### config.mk
export PLATFORM = sky130hd
export DESIGN_NAME = frame_buffer_manager
export DESIGN_NICKNAME = d
export VERILOG_FILES = /design/src/rtl/frame_buffer_manager.sv
export SDC_FILE = /design/constraint.sdc
export NUM_CORES = 1
export LEC_CHECK = 0
export CAP_MARGIN = 20
export CORE_MARGIN = 2
export CORE_UTILIZATION = 45
export DETAILED_ROUTE_END_ITERATION = 16
export GPL_TIMING_DRIVEN = 0
export PLACE_DENSITY = 0.82
export SKIP_CTS_REPAIR_TIMING = 1
export SLEW_MARGIN = 20
export SYNTH_ARGS = -nofsm -noshare
export SYNTH_HDL_FRONTEND = slang
export SYNTH_SLANG_ARGS = --single-unit
### constraint.sdc
create_clock -name clk -period 4.5 [get_ports clk]
set_clock_uncertainty 0.2 [all_clocks]
set_input_delay 0.9 -clock clk [delete_from_list [all_inputs] [get_ports clk]]
set_output_delay 0.9 -clock clk [all_outputs]
set_load 0.005 [all_outputs]
### src/rtl/frame_buffer_manager.sv
// -----------------------------------------------------------------------------
// frame_buffer_manager
//
// Latest-frame arbiter over NUM_BUFS DDR frame buffers, shared between the
// camera-side AXI4 writer and the HDMI-side AXI4 reader. It lives entirely in
// the 100 MHz AXI clock domain.
//
// Every buffer is in exactly one of four states: FREE, WRITING, READY or
// READING. At most one buffer holds each of the last three states at a time.
// The writer always gets a fresh buffer. A completed frame replaces any older
// unread one, which is reported as dropped. The reader always takes the newest
// completed frame. If no new frame is waiting, the reader re-reads its current
// buffer, which is reported as repeated.
//
// Events in one cycle are applied in this order: wr_frame_done, then
// rd_frame_start, then wr_frame_start. All outputs are registered, so an event
// at cycle n is visible on the outputs at cycle n+1.
//
// Optional build macro:
//   FB_STATS_EN  - when defined, stat_written / stat_dropped / stat_repeated
//                  are saturating 16-bit event counters. When undefined, they
//                  are tied to zero and no counter logic is built.
//
// Ports:
//   clk             rising-edge clock (clk_100Mhz domain)
//   rst             synchronous, active-high reset
//   wr_frame_start  1-cycle pulse: writer begins a frame
//   wr_frame_done   1-cycle pulse: writer's last burst response received
//   rd_frame_start  1-cycle pulse: reader begins a frame
//   wr_base_addr    base address the writer must use
//   rd_base_addr    base address the reader must use
//   wr_idx          buffer index being written
//   rd_idx          buffer index being read
//   rd_valid        sticky: a completed frame has reached the reader
//   frame_dropped   1-cycle pulse: an unread completed frame was discarded
//   frame_repeated  1-cycle pulse: the reader re-reads its previous frame
//   stat_written    count of accepted wr_frame_done events
//   stat_dropped    count of frame_dropped pulses
//   stat_repeated   count of frame_repeated pulses
// -----------------------------------------------------------------------------
module frame_buffer_manager #(
    parameter int                NUM_BUFS     = 3,
    parameter int                ADDR_W       = 32,
    parameter logic [ADDR_W-1:0] BASE_ADDR    = 32'h1000_0000,
    parameter logic [ADDR_W-1:0] FRAME_STRIDE = 32'h0009_6000
) (
    input  logic              clk,
    input  logic              rst,
    input  logic              wr_frame_start,
    input  logic              wr_frame_done,
    input  logic              rd_frame_start,
    output logic [ADDR_W-1:0] wr_base_addr,
    output logic [ADDR_W-1:0] rd_base_addr,
    output logic [2:0]        wr_idx,
    output logic [2:0]        rd_idx,
    output logic              rd_valid,
    output logic              frame_dropped,
    output logic              frame_repeated,
    output logic [15:0]       stat_written,
    output logic [15:0]       stat_dropped,
    output logic [15:0]       stat_repeated
);

    typedef enum logic [1:0] {
        FREE    = 2'd0,
        WRITING = 2'd1,
        READY   = 2'd2,
        READING = 2'd3
    } buf_state_t;

    typedef buf_state_t [NUM_BUFS-1:0] buf_vec_t;

    // Returns {found, index} of the lowest-index buffer in state 'want'.
    function automatic logic [3:0] find_buf(input buf_vec_t s, input buf_state_t want);
        logic [3:0] res;
        res = '0;
        for (int i = NUM_BUFS - 1; i >= 0; i--) begin
            if (s[i] == want) res = {1'b1, 3'(i)};
        end
        return res;
    endfunction

    // Returns 's' with buffer 'idx' moved to state 'val'.
    function automatic buf_vec_t set_buf(input buf_vec_t s, input logic [2:0] idx,
                                         input buf_state_t val);
        buf_vec_t res;
        res = s;
        for (int i = 0; i < NUM_BUFS; i++) begin
            if (3'(i) == idx) res[i] = val;
        end
        return res;
    endfunction

    buf_vec_t   st;
    buf_vec_t   nxt_st;
    logic [2:0] nxt_wr_idx;
    logic [2:0] nxt_rd_idx;
    logic       nxt_rd_valid;
    logic       nxt_dropped;
    logic       nxt_repeated;
    logic       done_acc;

    // {found, index} results of the buffer searches below.
    logic [3:0] wr_hit;       // buffer WRITING before any event
    logic [3:0] done_rdy_hit; // older READY frame that a completion displaces
    logic [3:0] rd_rdy_hit;   // READY frame offered to the reader
    logic [3:0] rdg_hit;      // buffer the reader is releasing
    logic [3:0] busy_hit;     // writer already busy (aborted frame restarts)
    logic [3:0] free_hit;     // lowest FREE buffer for a new frame
    logic [3:0] steal_hit;    // READY buffer taken when nothing is FREE

    // NOTE: every signal driven here gets its default first, so no path leaves
    // one unassigned and no latch is inferred.
    always_comb begin
        nxt_st       = st;
        nxt_wr_idx   = wr_idx;
        nxt_rd_idx   = rd_idx;
        nxt_rd_valid = rd_valid;
        nxt_dropped  = 1'b0;
        nxt_repeated = 1'b0;
        done_acc     = 1'b0;
        done_rdy_hit = '0;
        rd_rdy_hit   = '0;
        rdg_hit      = '0;
        busy_hit     = '0;
        free_hit     = '0;
        steal_hit    = '0;

        wr_hit = find_buf(st, WRITING);

        // 1) Completion: the new frame replaces any unread older one.
        if (wr_frame_done && wr_hit[3]) begin
            done_rdy_hit = find_buf(st, READY);
            if (done_rdy_hit[3]) begin
                nxt_st      = set_buf(nxt_st, done_rdy_hit[2:0], FREE);
                nxt_dropped = 1'b1;
            end
            nxt_st   = set_buf(nxt_st, wr_hit[2:0], READY);
            done_acc = 1'b1;
        end

        // 2) Reader: take the newest frame, including one completed this cycle.
        if (rd_frame_start) begin
            rd_rdy_hit = find_buf(nxt_st, READY);
            if (rd_rdy_hit[3]) begin
                rdg_hit = find_buf(nxt_st, READING);
                if (rdg_hit[3]) nxt_st = set_buf(nxt_st, rdg_hit[2:0], FREE);
                nxt_st       = set_buf(nxt_st, rd_rdy_hit[2:0], READING);
                nxt_rd_idx   = rd_rdy_hit[2:0];
                nxt_rd_valid = 1'b1;
            end else if (rd_valid) begin
                nxt_repeated = 1'b1;
            end
        end

        // 3) Writer: an aborted frame keeps its buffer; otherwise pick a new one.
        // With only two buffers there may be no FREE one, so the unread frame
        // is sacrificed.
        if (wr_frame_start) begin
            busy_hit = find_buf(nxt_st, WRITING);
            if (!busy_hit[3]) begin
                free_hit = find_buf(nxt_st, FREE);
                if (free_hit[3]) begin
                    nxt_st     = set_buf(nxt_st, free_hit[2:0], WRITING);
                    nxt_wr_idx = free_hit[2:0];
                end else begin
                    steal_hit = find_buf(nxt_st, READY);
                    if (steal_hit[3]) begin
                        nxt_st      = set_buf(nxt_st, steal_hit[2:0], WRITING);
                        nxt_wr_idx  = steal_hit[2:0];
                        nxt_dropped = 1'b1;
                    end
                end
            end
        end
    end

    // NOTE: sequential state uses non-blocking assignments only, so every
    // register samples the pre-edge values regardless of statement order.
    always_ff @(posedge clk) begin
        if (rst) begin
            // NOTE: the per-buffer state vector is a handful of flops and is
            // reset explicitly, because its reset value is functionally
            // required (buffer 0 starts out owned by the reader).
            for (int i = 0; i < NUM_BUFS; i++) st[i] <= FREE;
            st[0]          <= READING;
            wr_idx         <= 3'd1;
            rd_idx         <= 3'd0;
            rd_valid       <= 1'b0;
            frame_dropped  <= 1'b0;
            frame_repeated <= 1'b0;
            wr_base_addr   <= BASE_ADDR + FRAME_STRIDE;
            rd_base_addr   <= BASE_ADDR;
        end else begin
            st             <= nxt_st;
            wr_idx         <= nxt_wr_idx;
            rd_idx         <= nxt_rd_idx;
            rd_valid       <= nxt_rd_valid;
            frame_dropped  <= nxt_dropped;
            frame_repeated <= nxt_repeated;
            // Bases only move with their index, so the multiplier result is
            // captured only on a change.
            if (nxt_wr_idx != wr_idx)
                wr_base_addr <= BASE_ADDR + ADDR_W'(nxt_wr_idx) * FRAME_STRIDE;
            if (nxt_rd_idx != rd_idx)
                rd_base_addr <= BASE_ADDR + ADDR_W'(nxt_rd_idx) * FRAME_STRIDE;
        end
    end

`ifdef FB_STATS_EN
    logic [15:0] cnt_written;
    logic [15:0] cnt_dropped;
    logic [15:0] cnt_repeated;

    always_ff @(posedge clk) begin
        if (rst) begin
            cnt_written  <= '0;
            cnt_dropped  <= '0;
            cnt_repeated <= '0;
        end else begin
            if (done_acc && cnt_written != 16'hFFFF)      cnt_written  <= cnt_written + 16'd1;
            if (nxt_dropped && cnt_dropped != 16'hFFFF)   cnt_dropped  <= cnt_dropped + 16'd1;
            if (nxt_repeated && cnt_repeated != 16'hFFFF) cnt_repeated <= cnt_repeated + 16'd1;
        end
    end

    assign stat_written  = cnt_written;
    assign stat_dropped  = cnt_dropped;
    assign stat_repeated = cnt_repeated;
`else
    logic unused_done_acc;
    assign unused_done_acc = done_acc;
    assign stat_written    = '0;
    assign stat_dropped    = '0;
    assign stat_repeated   = '0;
`endif

    // The reader and the writer must never share a buffer.
    assert property (@(posedge clk) disable iff (rst)
        !(wr_hit[3] && wr_hit[2:0] == rd_idx))
        else $error("reader and writer share buffer %0d", rd_idx);

endmodule

==> out/metrics.yaml <==
status: "completed"
hold_path_class: "flop to flop"
dr.first_iter.drc_count: 213
rr_worst_depth: 19
synthArstFlopShare_pct: 0
cp.arrival_ns: 4.33
dr.pass1.iters: 4
antennaDiodeCount: 0
ios: 126
hold_viol_final: 0
slew_violations: 0
grt_pass1_vias: 2583
syn2layout_area_growth_pct: 30.5
required_ns: 4.45
vias: 3021
via_per_inst: 4.71
maxCapViolCount: 0
ys_ff_latch: 35
start_util_pct: 45.8
drc: 0
grt_overflow: 0
drtAntennaViolNets: 0
drt_wl_total_um: 7910
r2r_end: "wr_base_addr[17]"
cts.path.max_buffers: 2
port_buffers: 31
clk_pin_slew_ns: 0.07
wl_per_cell_um: 12.3
final_common_cell: "buf_4"
synth-seq-area-share_pct: 21.3
die_area_mm2: 0.00800
fillCellCount: 631
h-tree-depth: 2
syn_inst: 407
drive_gt1_share_pct: 28.0
grt_first_pass_wirelength_um: 12200
routabilityCongestion: 0.887
seq_area_um2: 701
cp-start-kind: "input port"
stdcell_area_mm2: 0.00429
ys_warn_count: 0
ir_drop_v: 0.000346
grt_max_degree: 11
cts_tree: "yes"
rrSetupSlack_ns: 0.36
setup_tns_ns: 0
fin_crit_sh_pct: 97.3
max_freq_mhz: 228
cts_buffers: 5
die_h_um: 89.4
nets: 558
hold-path-cell-count: 2
relSlewSlack_pct: 62.1
multi_input_area_mm2: 0.00211
insertion_delay_ns: 0.29
cts_sinks: 35
worstSetupEndpointType: "flop"
worst_pin_slew_ns: 0.564
power_uw: 2280
path_max_fanout: 8
synth-main-ff-cell: "dfxtp_1"
mostFrequentLayoutCells: "98 x buf_4, 92 x conb_1, 35 x dfxtp_1"
rows: 31
grt_antenna_before_repair: 0
p_leak_uw: 0.00215
hpwl_um: 6020
holdPathEnd: "rd_base_addr[22]"
die_x_um: 89.4
avgSynthCellArea_um2: 8.07
synthesis.area_mm2: 0.00328
fin_crit_ns: 4.38
hold_start: "rd_base_addr[22]"
power.density_mw_per_mm2: 531
cts-root-buf: "clkbuf_8"
grt_usage_pct: 19.4
finalSetupViolations: 0
placed_cell_area_mm2: 0.00406
synth.distinct_cells: 78
fin_hold_ws_ns: 0.251
reg2reg_from: "st[2]"
crit_type: "input port to flop"
utilization_pct: 59.7
synth_edf_count: 0
core_region_area_mm2: 0.00718
## cells in the mapped netlist, types with 7 or more instances
library cell	number	area [µm²]
inv_1	18	67.6
nor2_1	31	116
dfxtp_1	35	701
a21oi_1	17	85.1
nand3_1	9	45.0
buf_4	94	706
o21ai_0	13	65.1
mux2i_1	7	70.1
buf_2	9	45.0
nor3_1	7	35.0
ha_1	10	125
nand2_1	25	93.8
## layer usage
metal / track usage [%] / part of all wire, % / vias to the layer above
met2: 33.5 / 50 / 140
li1: - / - / 1519
met4: 6.51 / 1.2 / 0
met3: 3.97 / 7.6 / 11
met5: 0 / 0 / -
met1: 24.0 / 41 / 1351
## power breakdown
group / switching [µW] / internal, µW
Combinational: 898 / 690
Sequential: 57.9 / 381
Clock: 111 / 140
Total: 1070 / 1210
## final cells by class
type | count | area share (%)
Buffer | 111 | 18.9
Clock buffer | 8 | 2.34
Inverter | 19 | 1.66
Multi-Input combinational cell | 332 | 49.2
Sequential cell | 35 | 16.4
Tap cell | 99 | 2.89
Timing Repair Buffer | 37 | 8.58
## cells by family after synthesis
group,Yosys count,synth area share [%]
AO/OA/AOI/OAI,103,25.8
flip-flops,35,21.3
XOR/XNOR,6,1.60
AND/OR/NAND/NOR,112,17.3
multiplexers,7,2.13
buffers and inverters,130,26.6
adder cells (fa/ha/maj),12,5.03
other,2,0.229
## registers in the layout (all words and copies together) (netlist names)
signal	count
frame_dropped	1
wr_base_addr	10
rd_idx	3
frame_repeated	1
wr_idx	3
st	6
rd_base_addr	10
rd_valid	1
## how the worst max path moves through the flow
stage	startpoint	end	slack (ns)	depth (start not counted)
2_1_floorplan	wr_frame_done	wr_base_addr[17]	0.33	17
3_3_place_gp	wr_frame_done	wr_base_addr[17]	-0.56	18
3_5_place_dp	wr_frame_done	wr_base_addr[17]	-0.64	18
4_1_cts	wr_frame_done	wr_base_addr[17]	-0.34	18
5_1_grt	wr_frame_done	wr_base_addr[17]	-0.007	20
6_report	wr_frame_done	wr_base_addr[17]	0.12	20
## per-stage QoR
stage	instances	worst slack, ns
global placement	627	-0.564
detailed placement	627	-0.641
finish	641	0.123
CTS	635	-0.340
floorplan	497	0.328
global route	641	-0.00728
## critical path, stage by stage
cell and delay (ns):
dlymetal6s2s_1 0.15, buf_6 0.14, and3b_1 0.18, a311oi_2 0.33, and2_4 0.22, a221oi_4 0.07, buf_12 0.16, a2111o_1 0.44
a21oi_4 0.20, nor2_4 0.08, inv_1 0.08, nor2_1 0.05, nor2_1 0.14, ha_2 0.21, inv_1 0.06, fa_2 0.41
xnor2_2 0.15, and3_1 0.19, o22ai_2 0.10, a21oi_1 0.08
No activity file was read; power rests on OpenSTA's default activity.
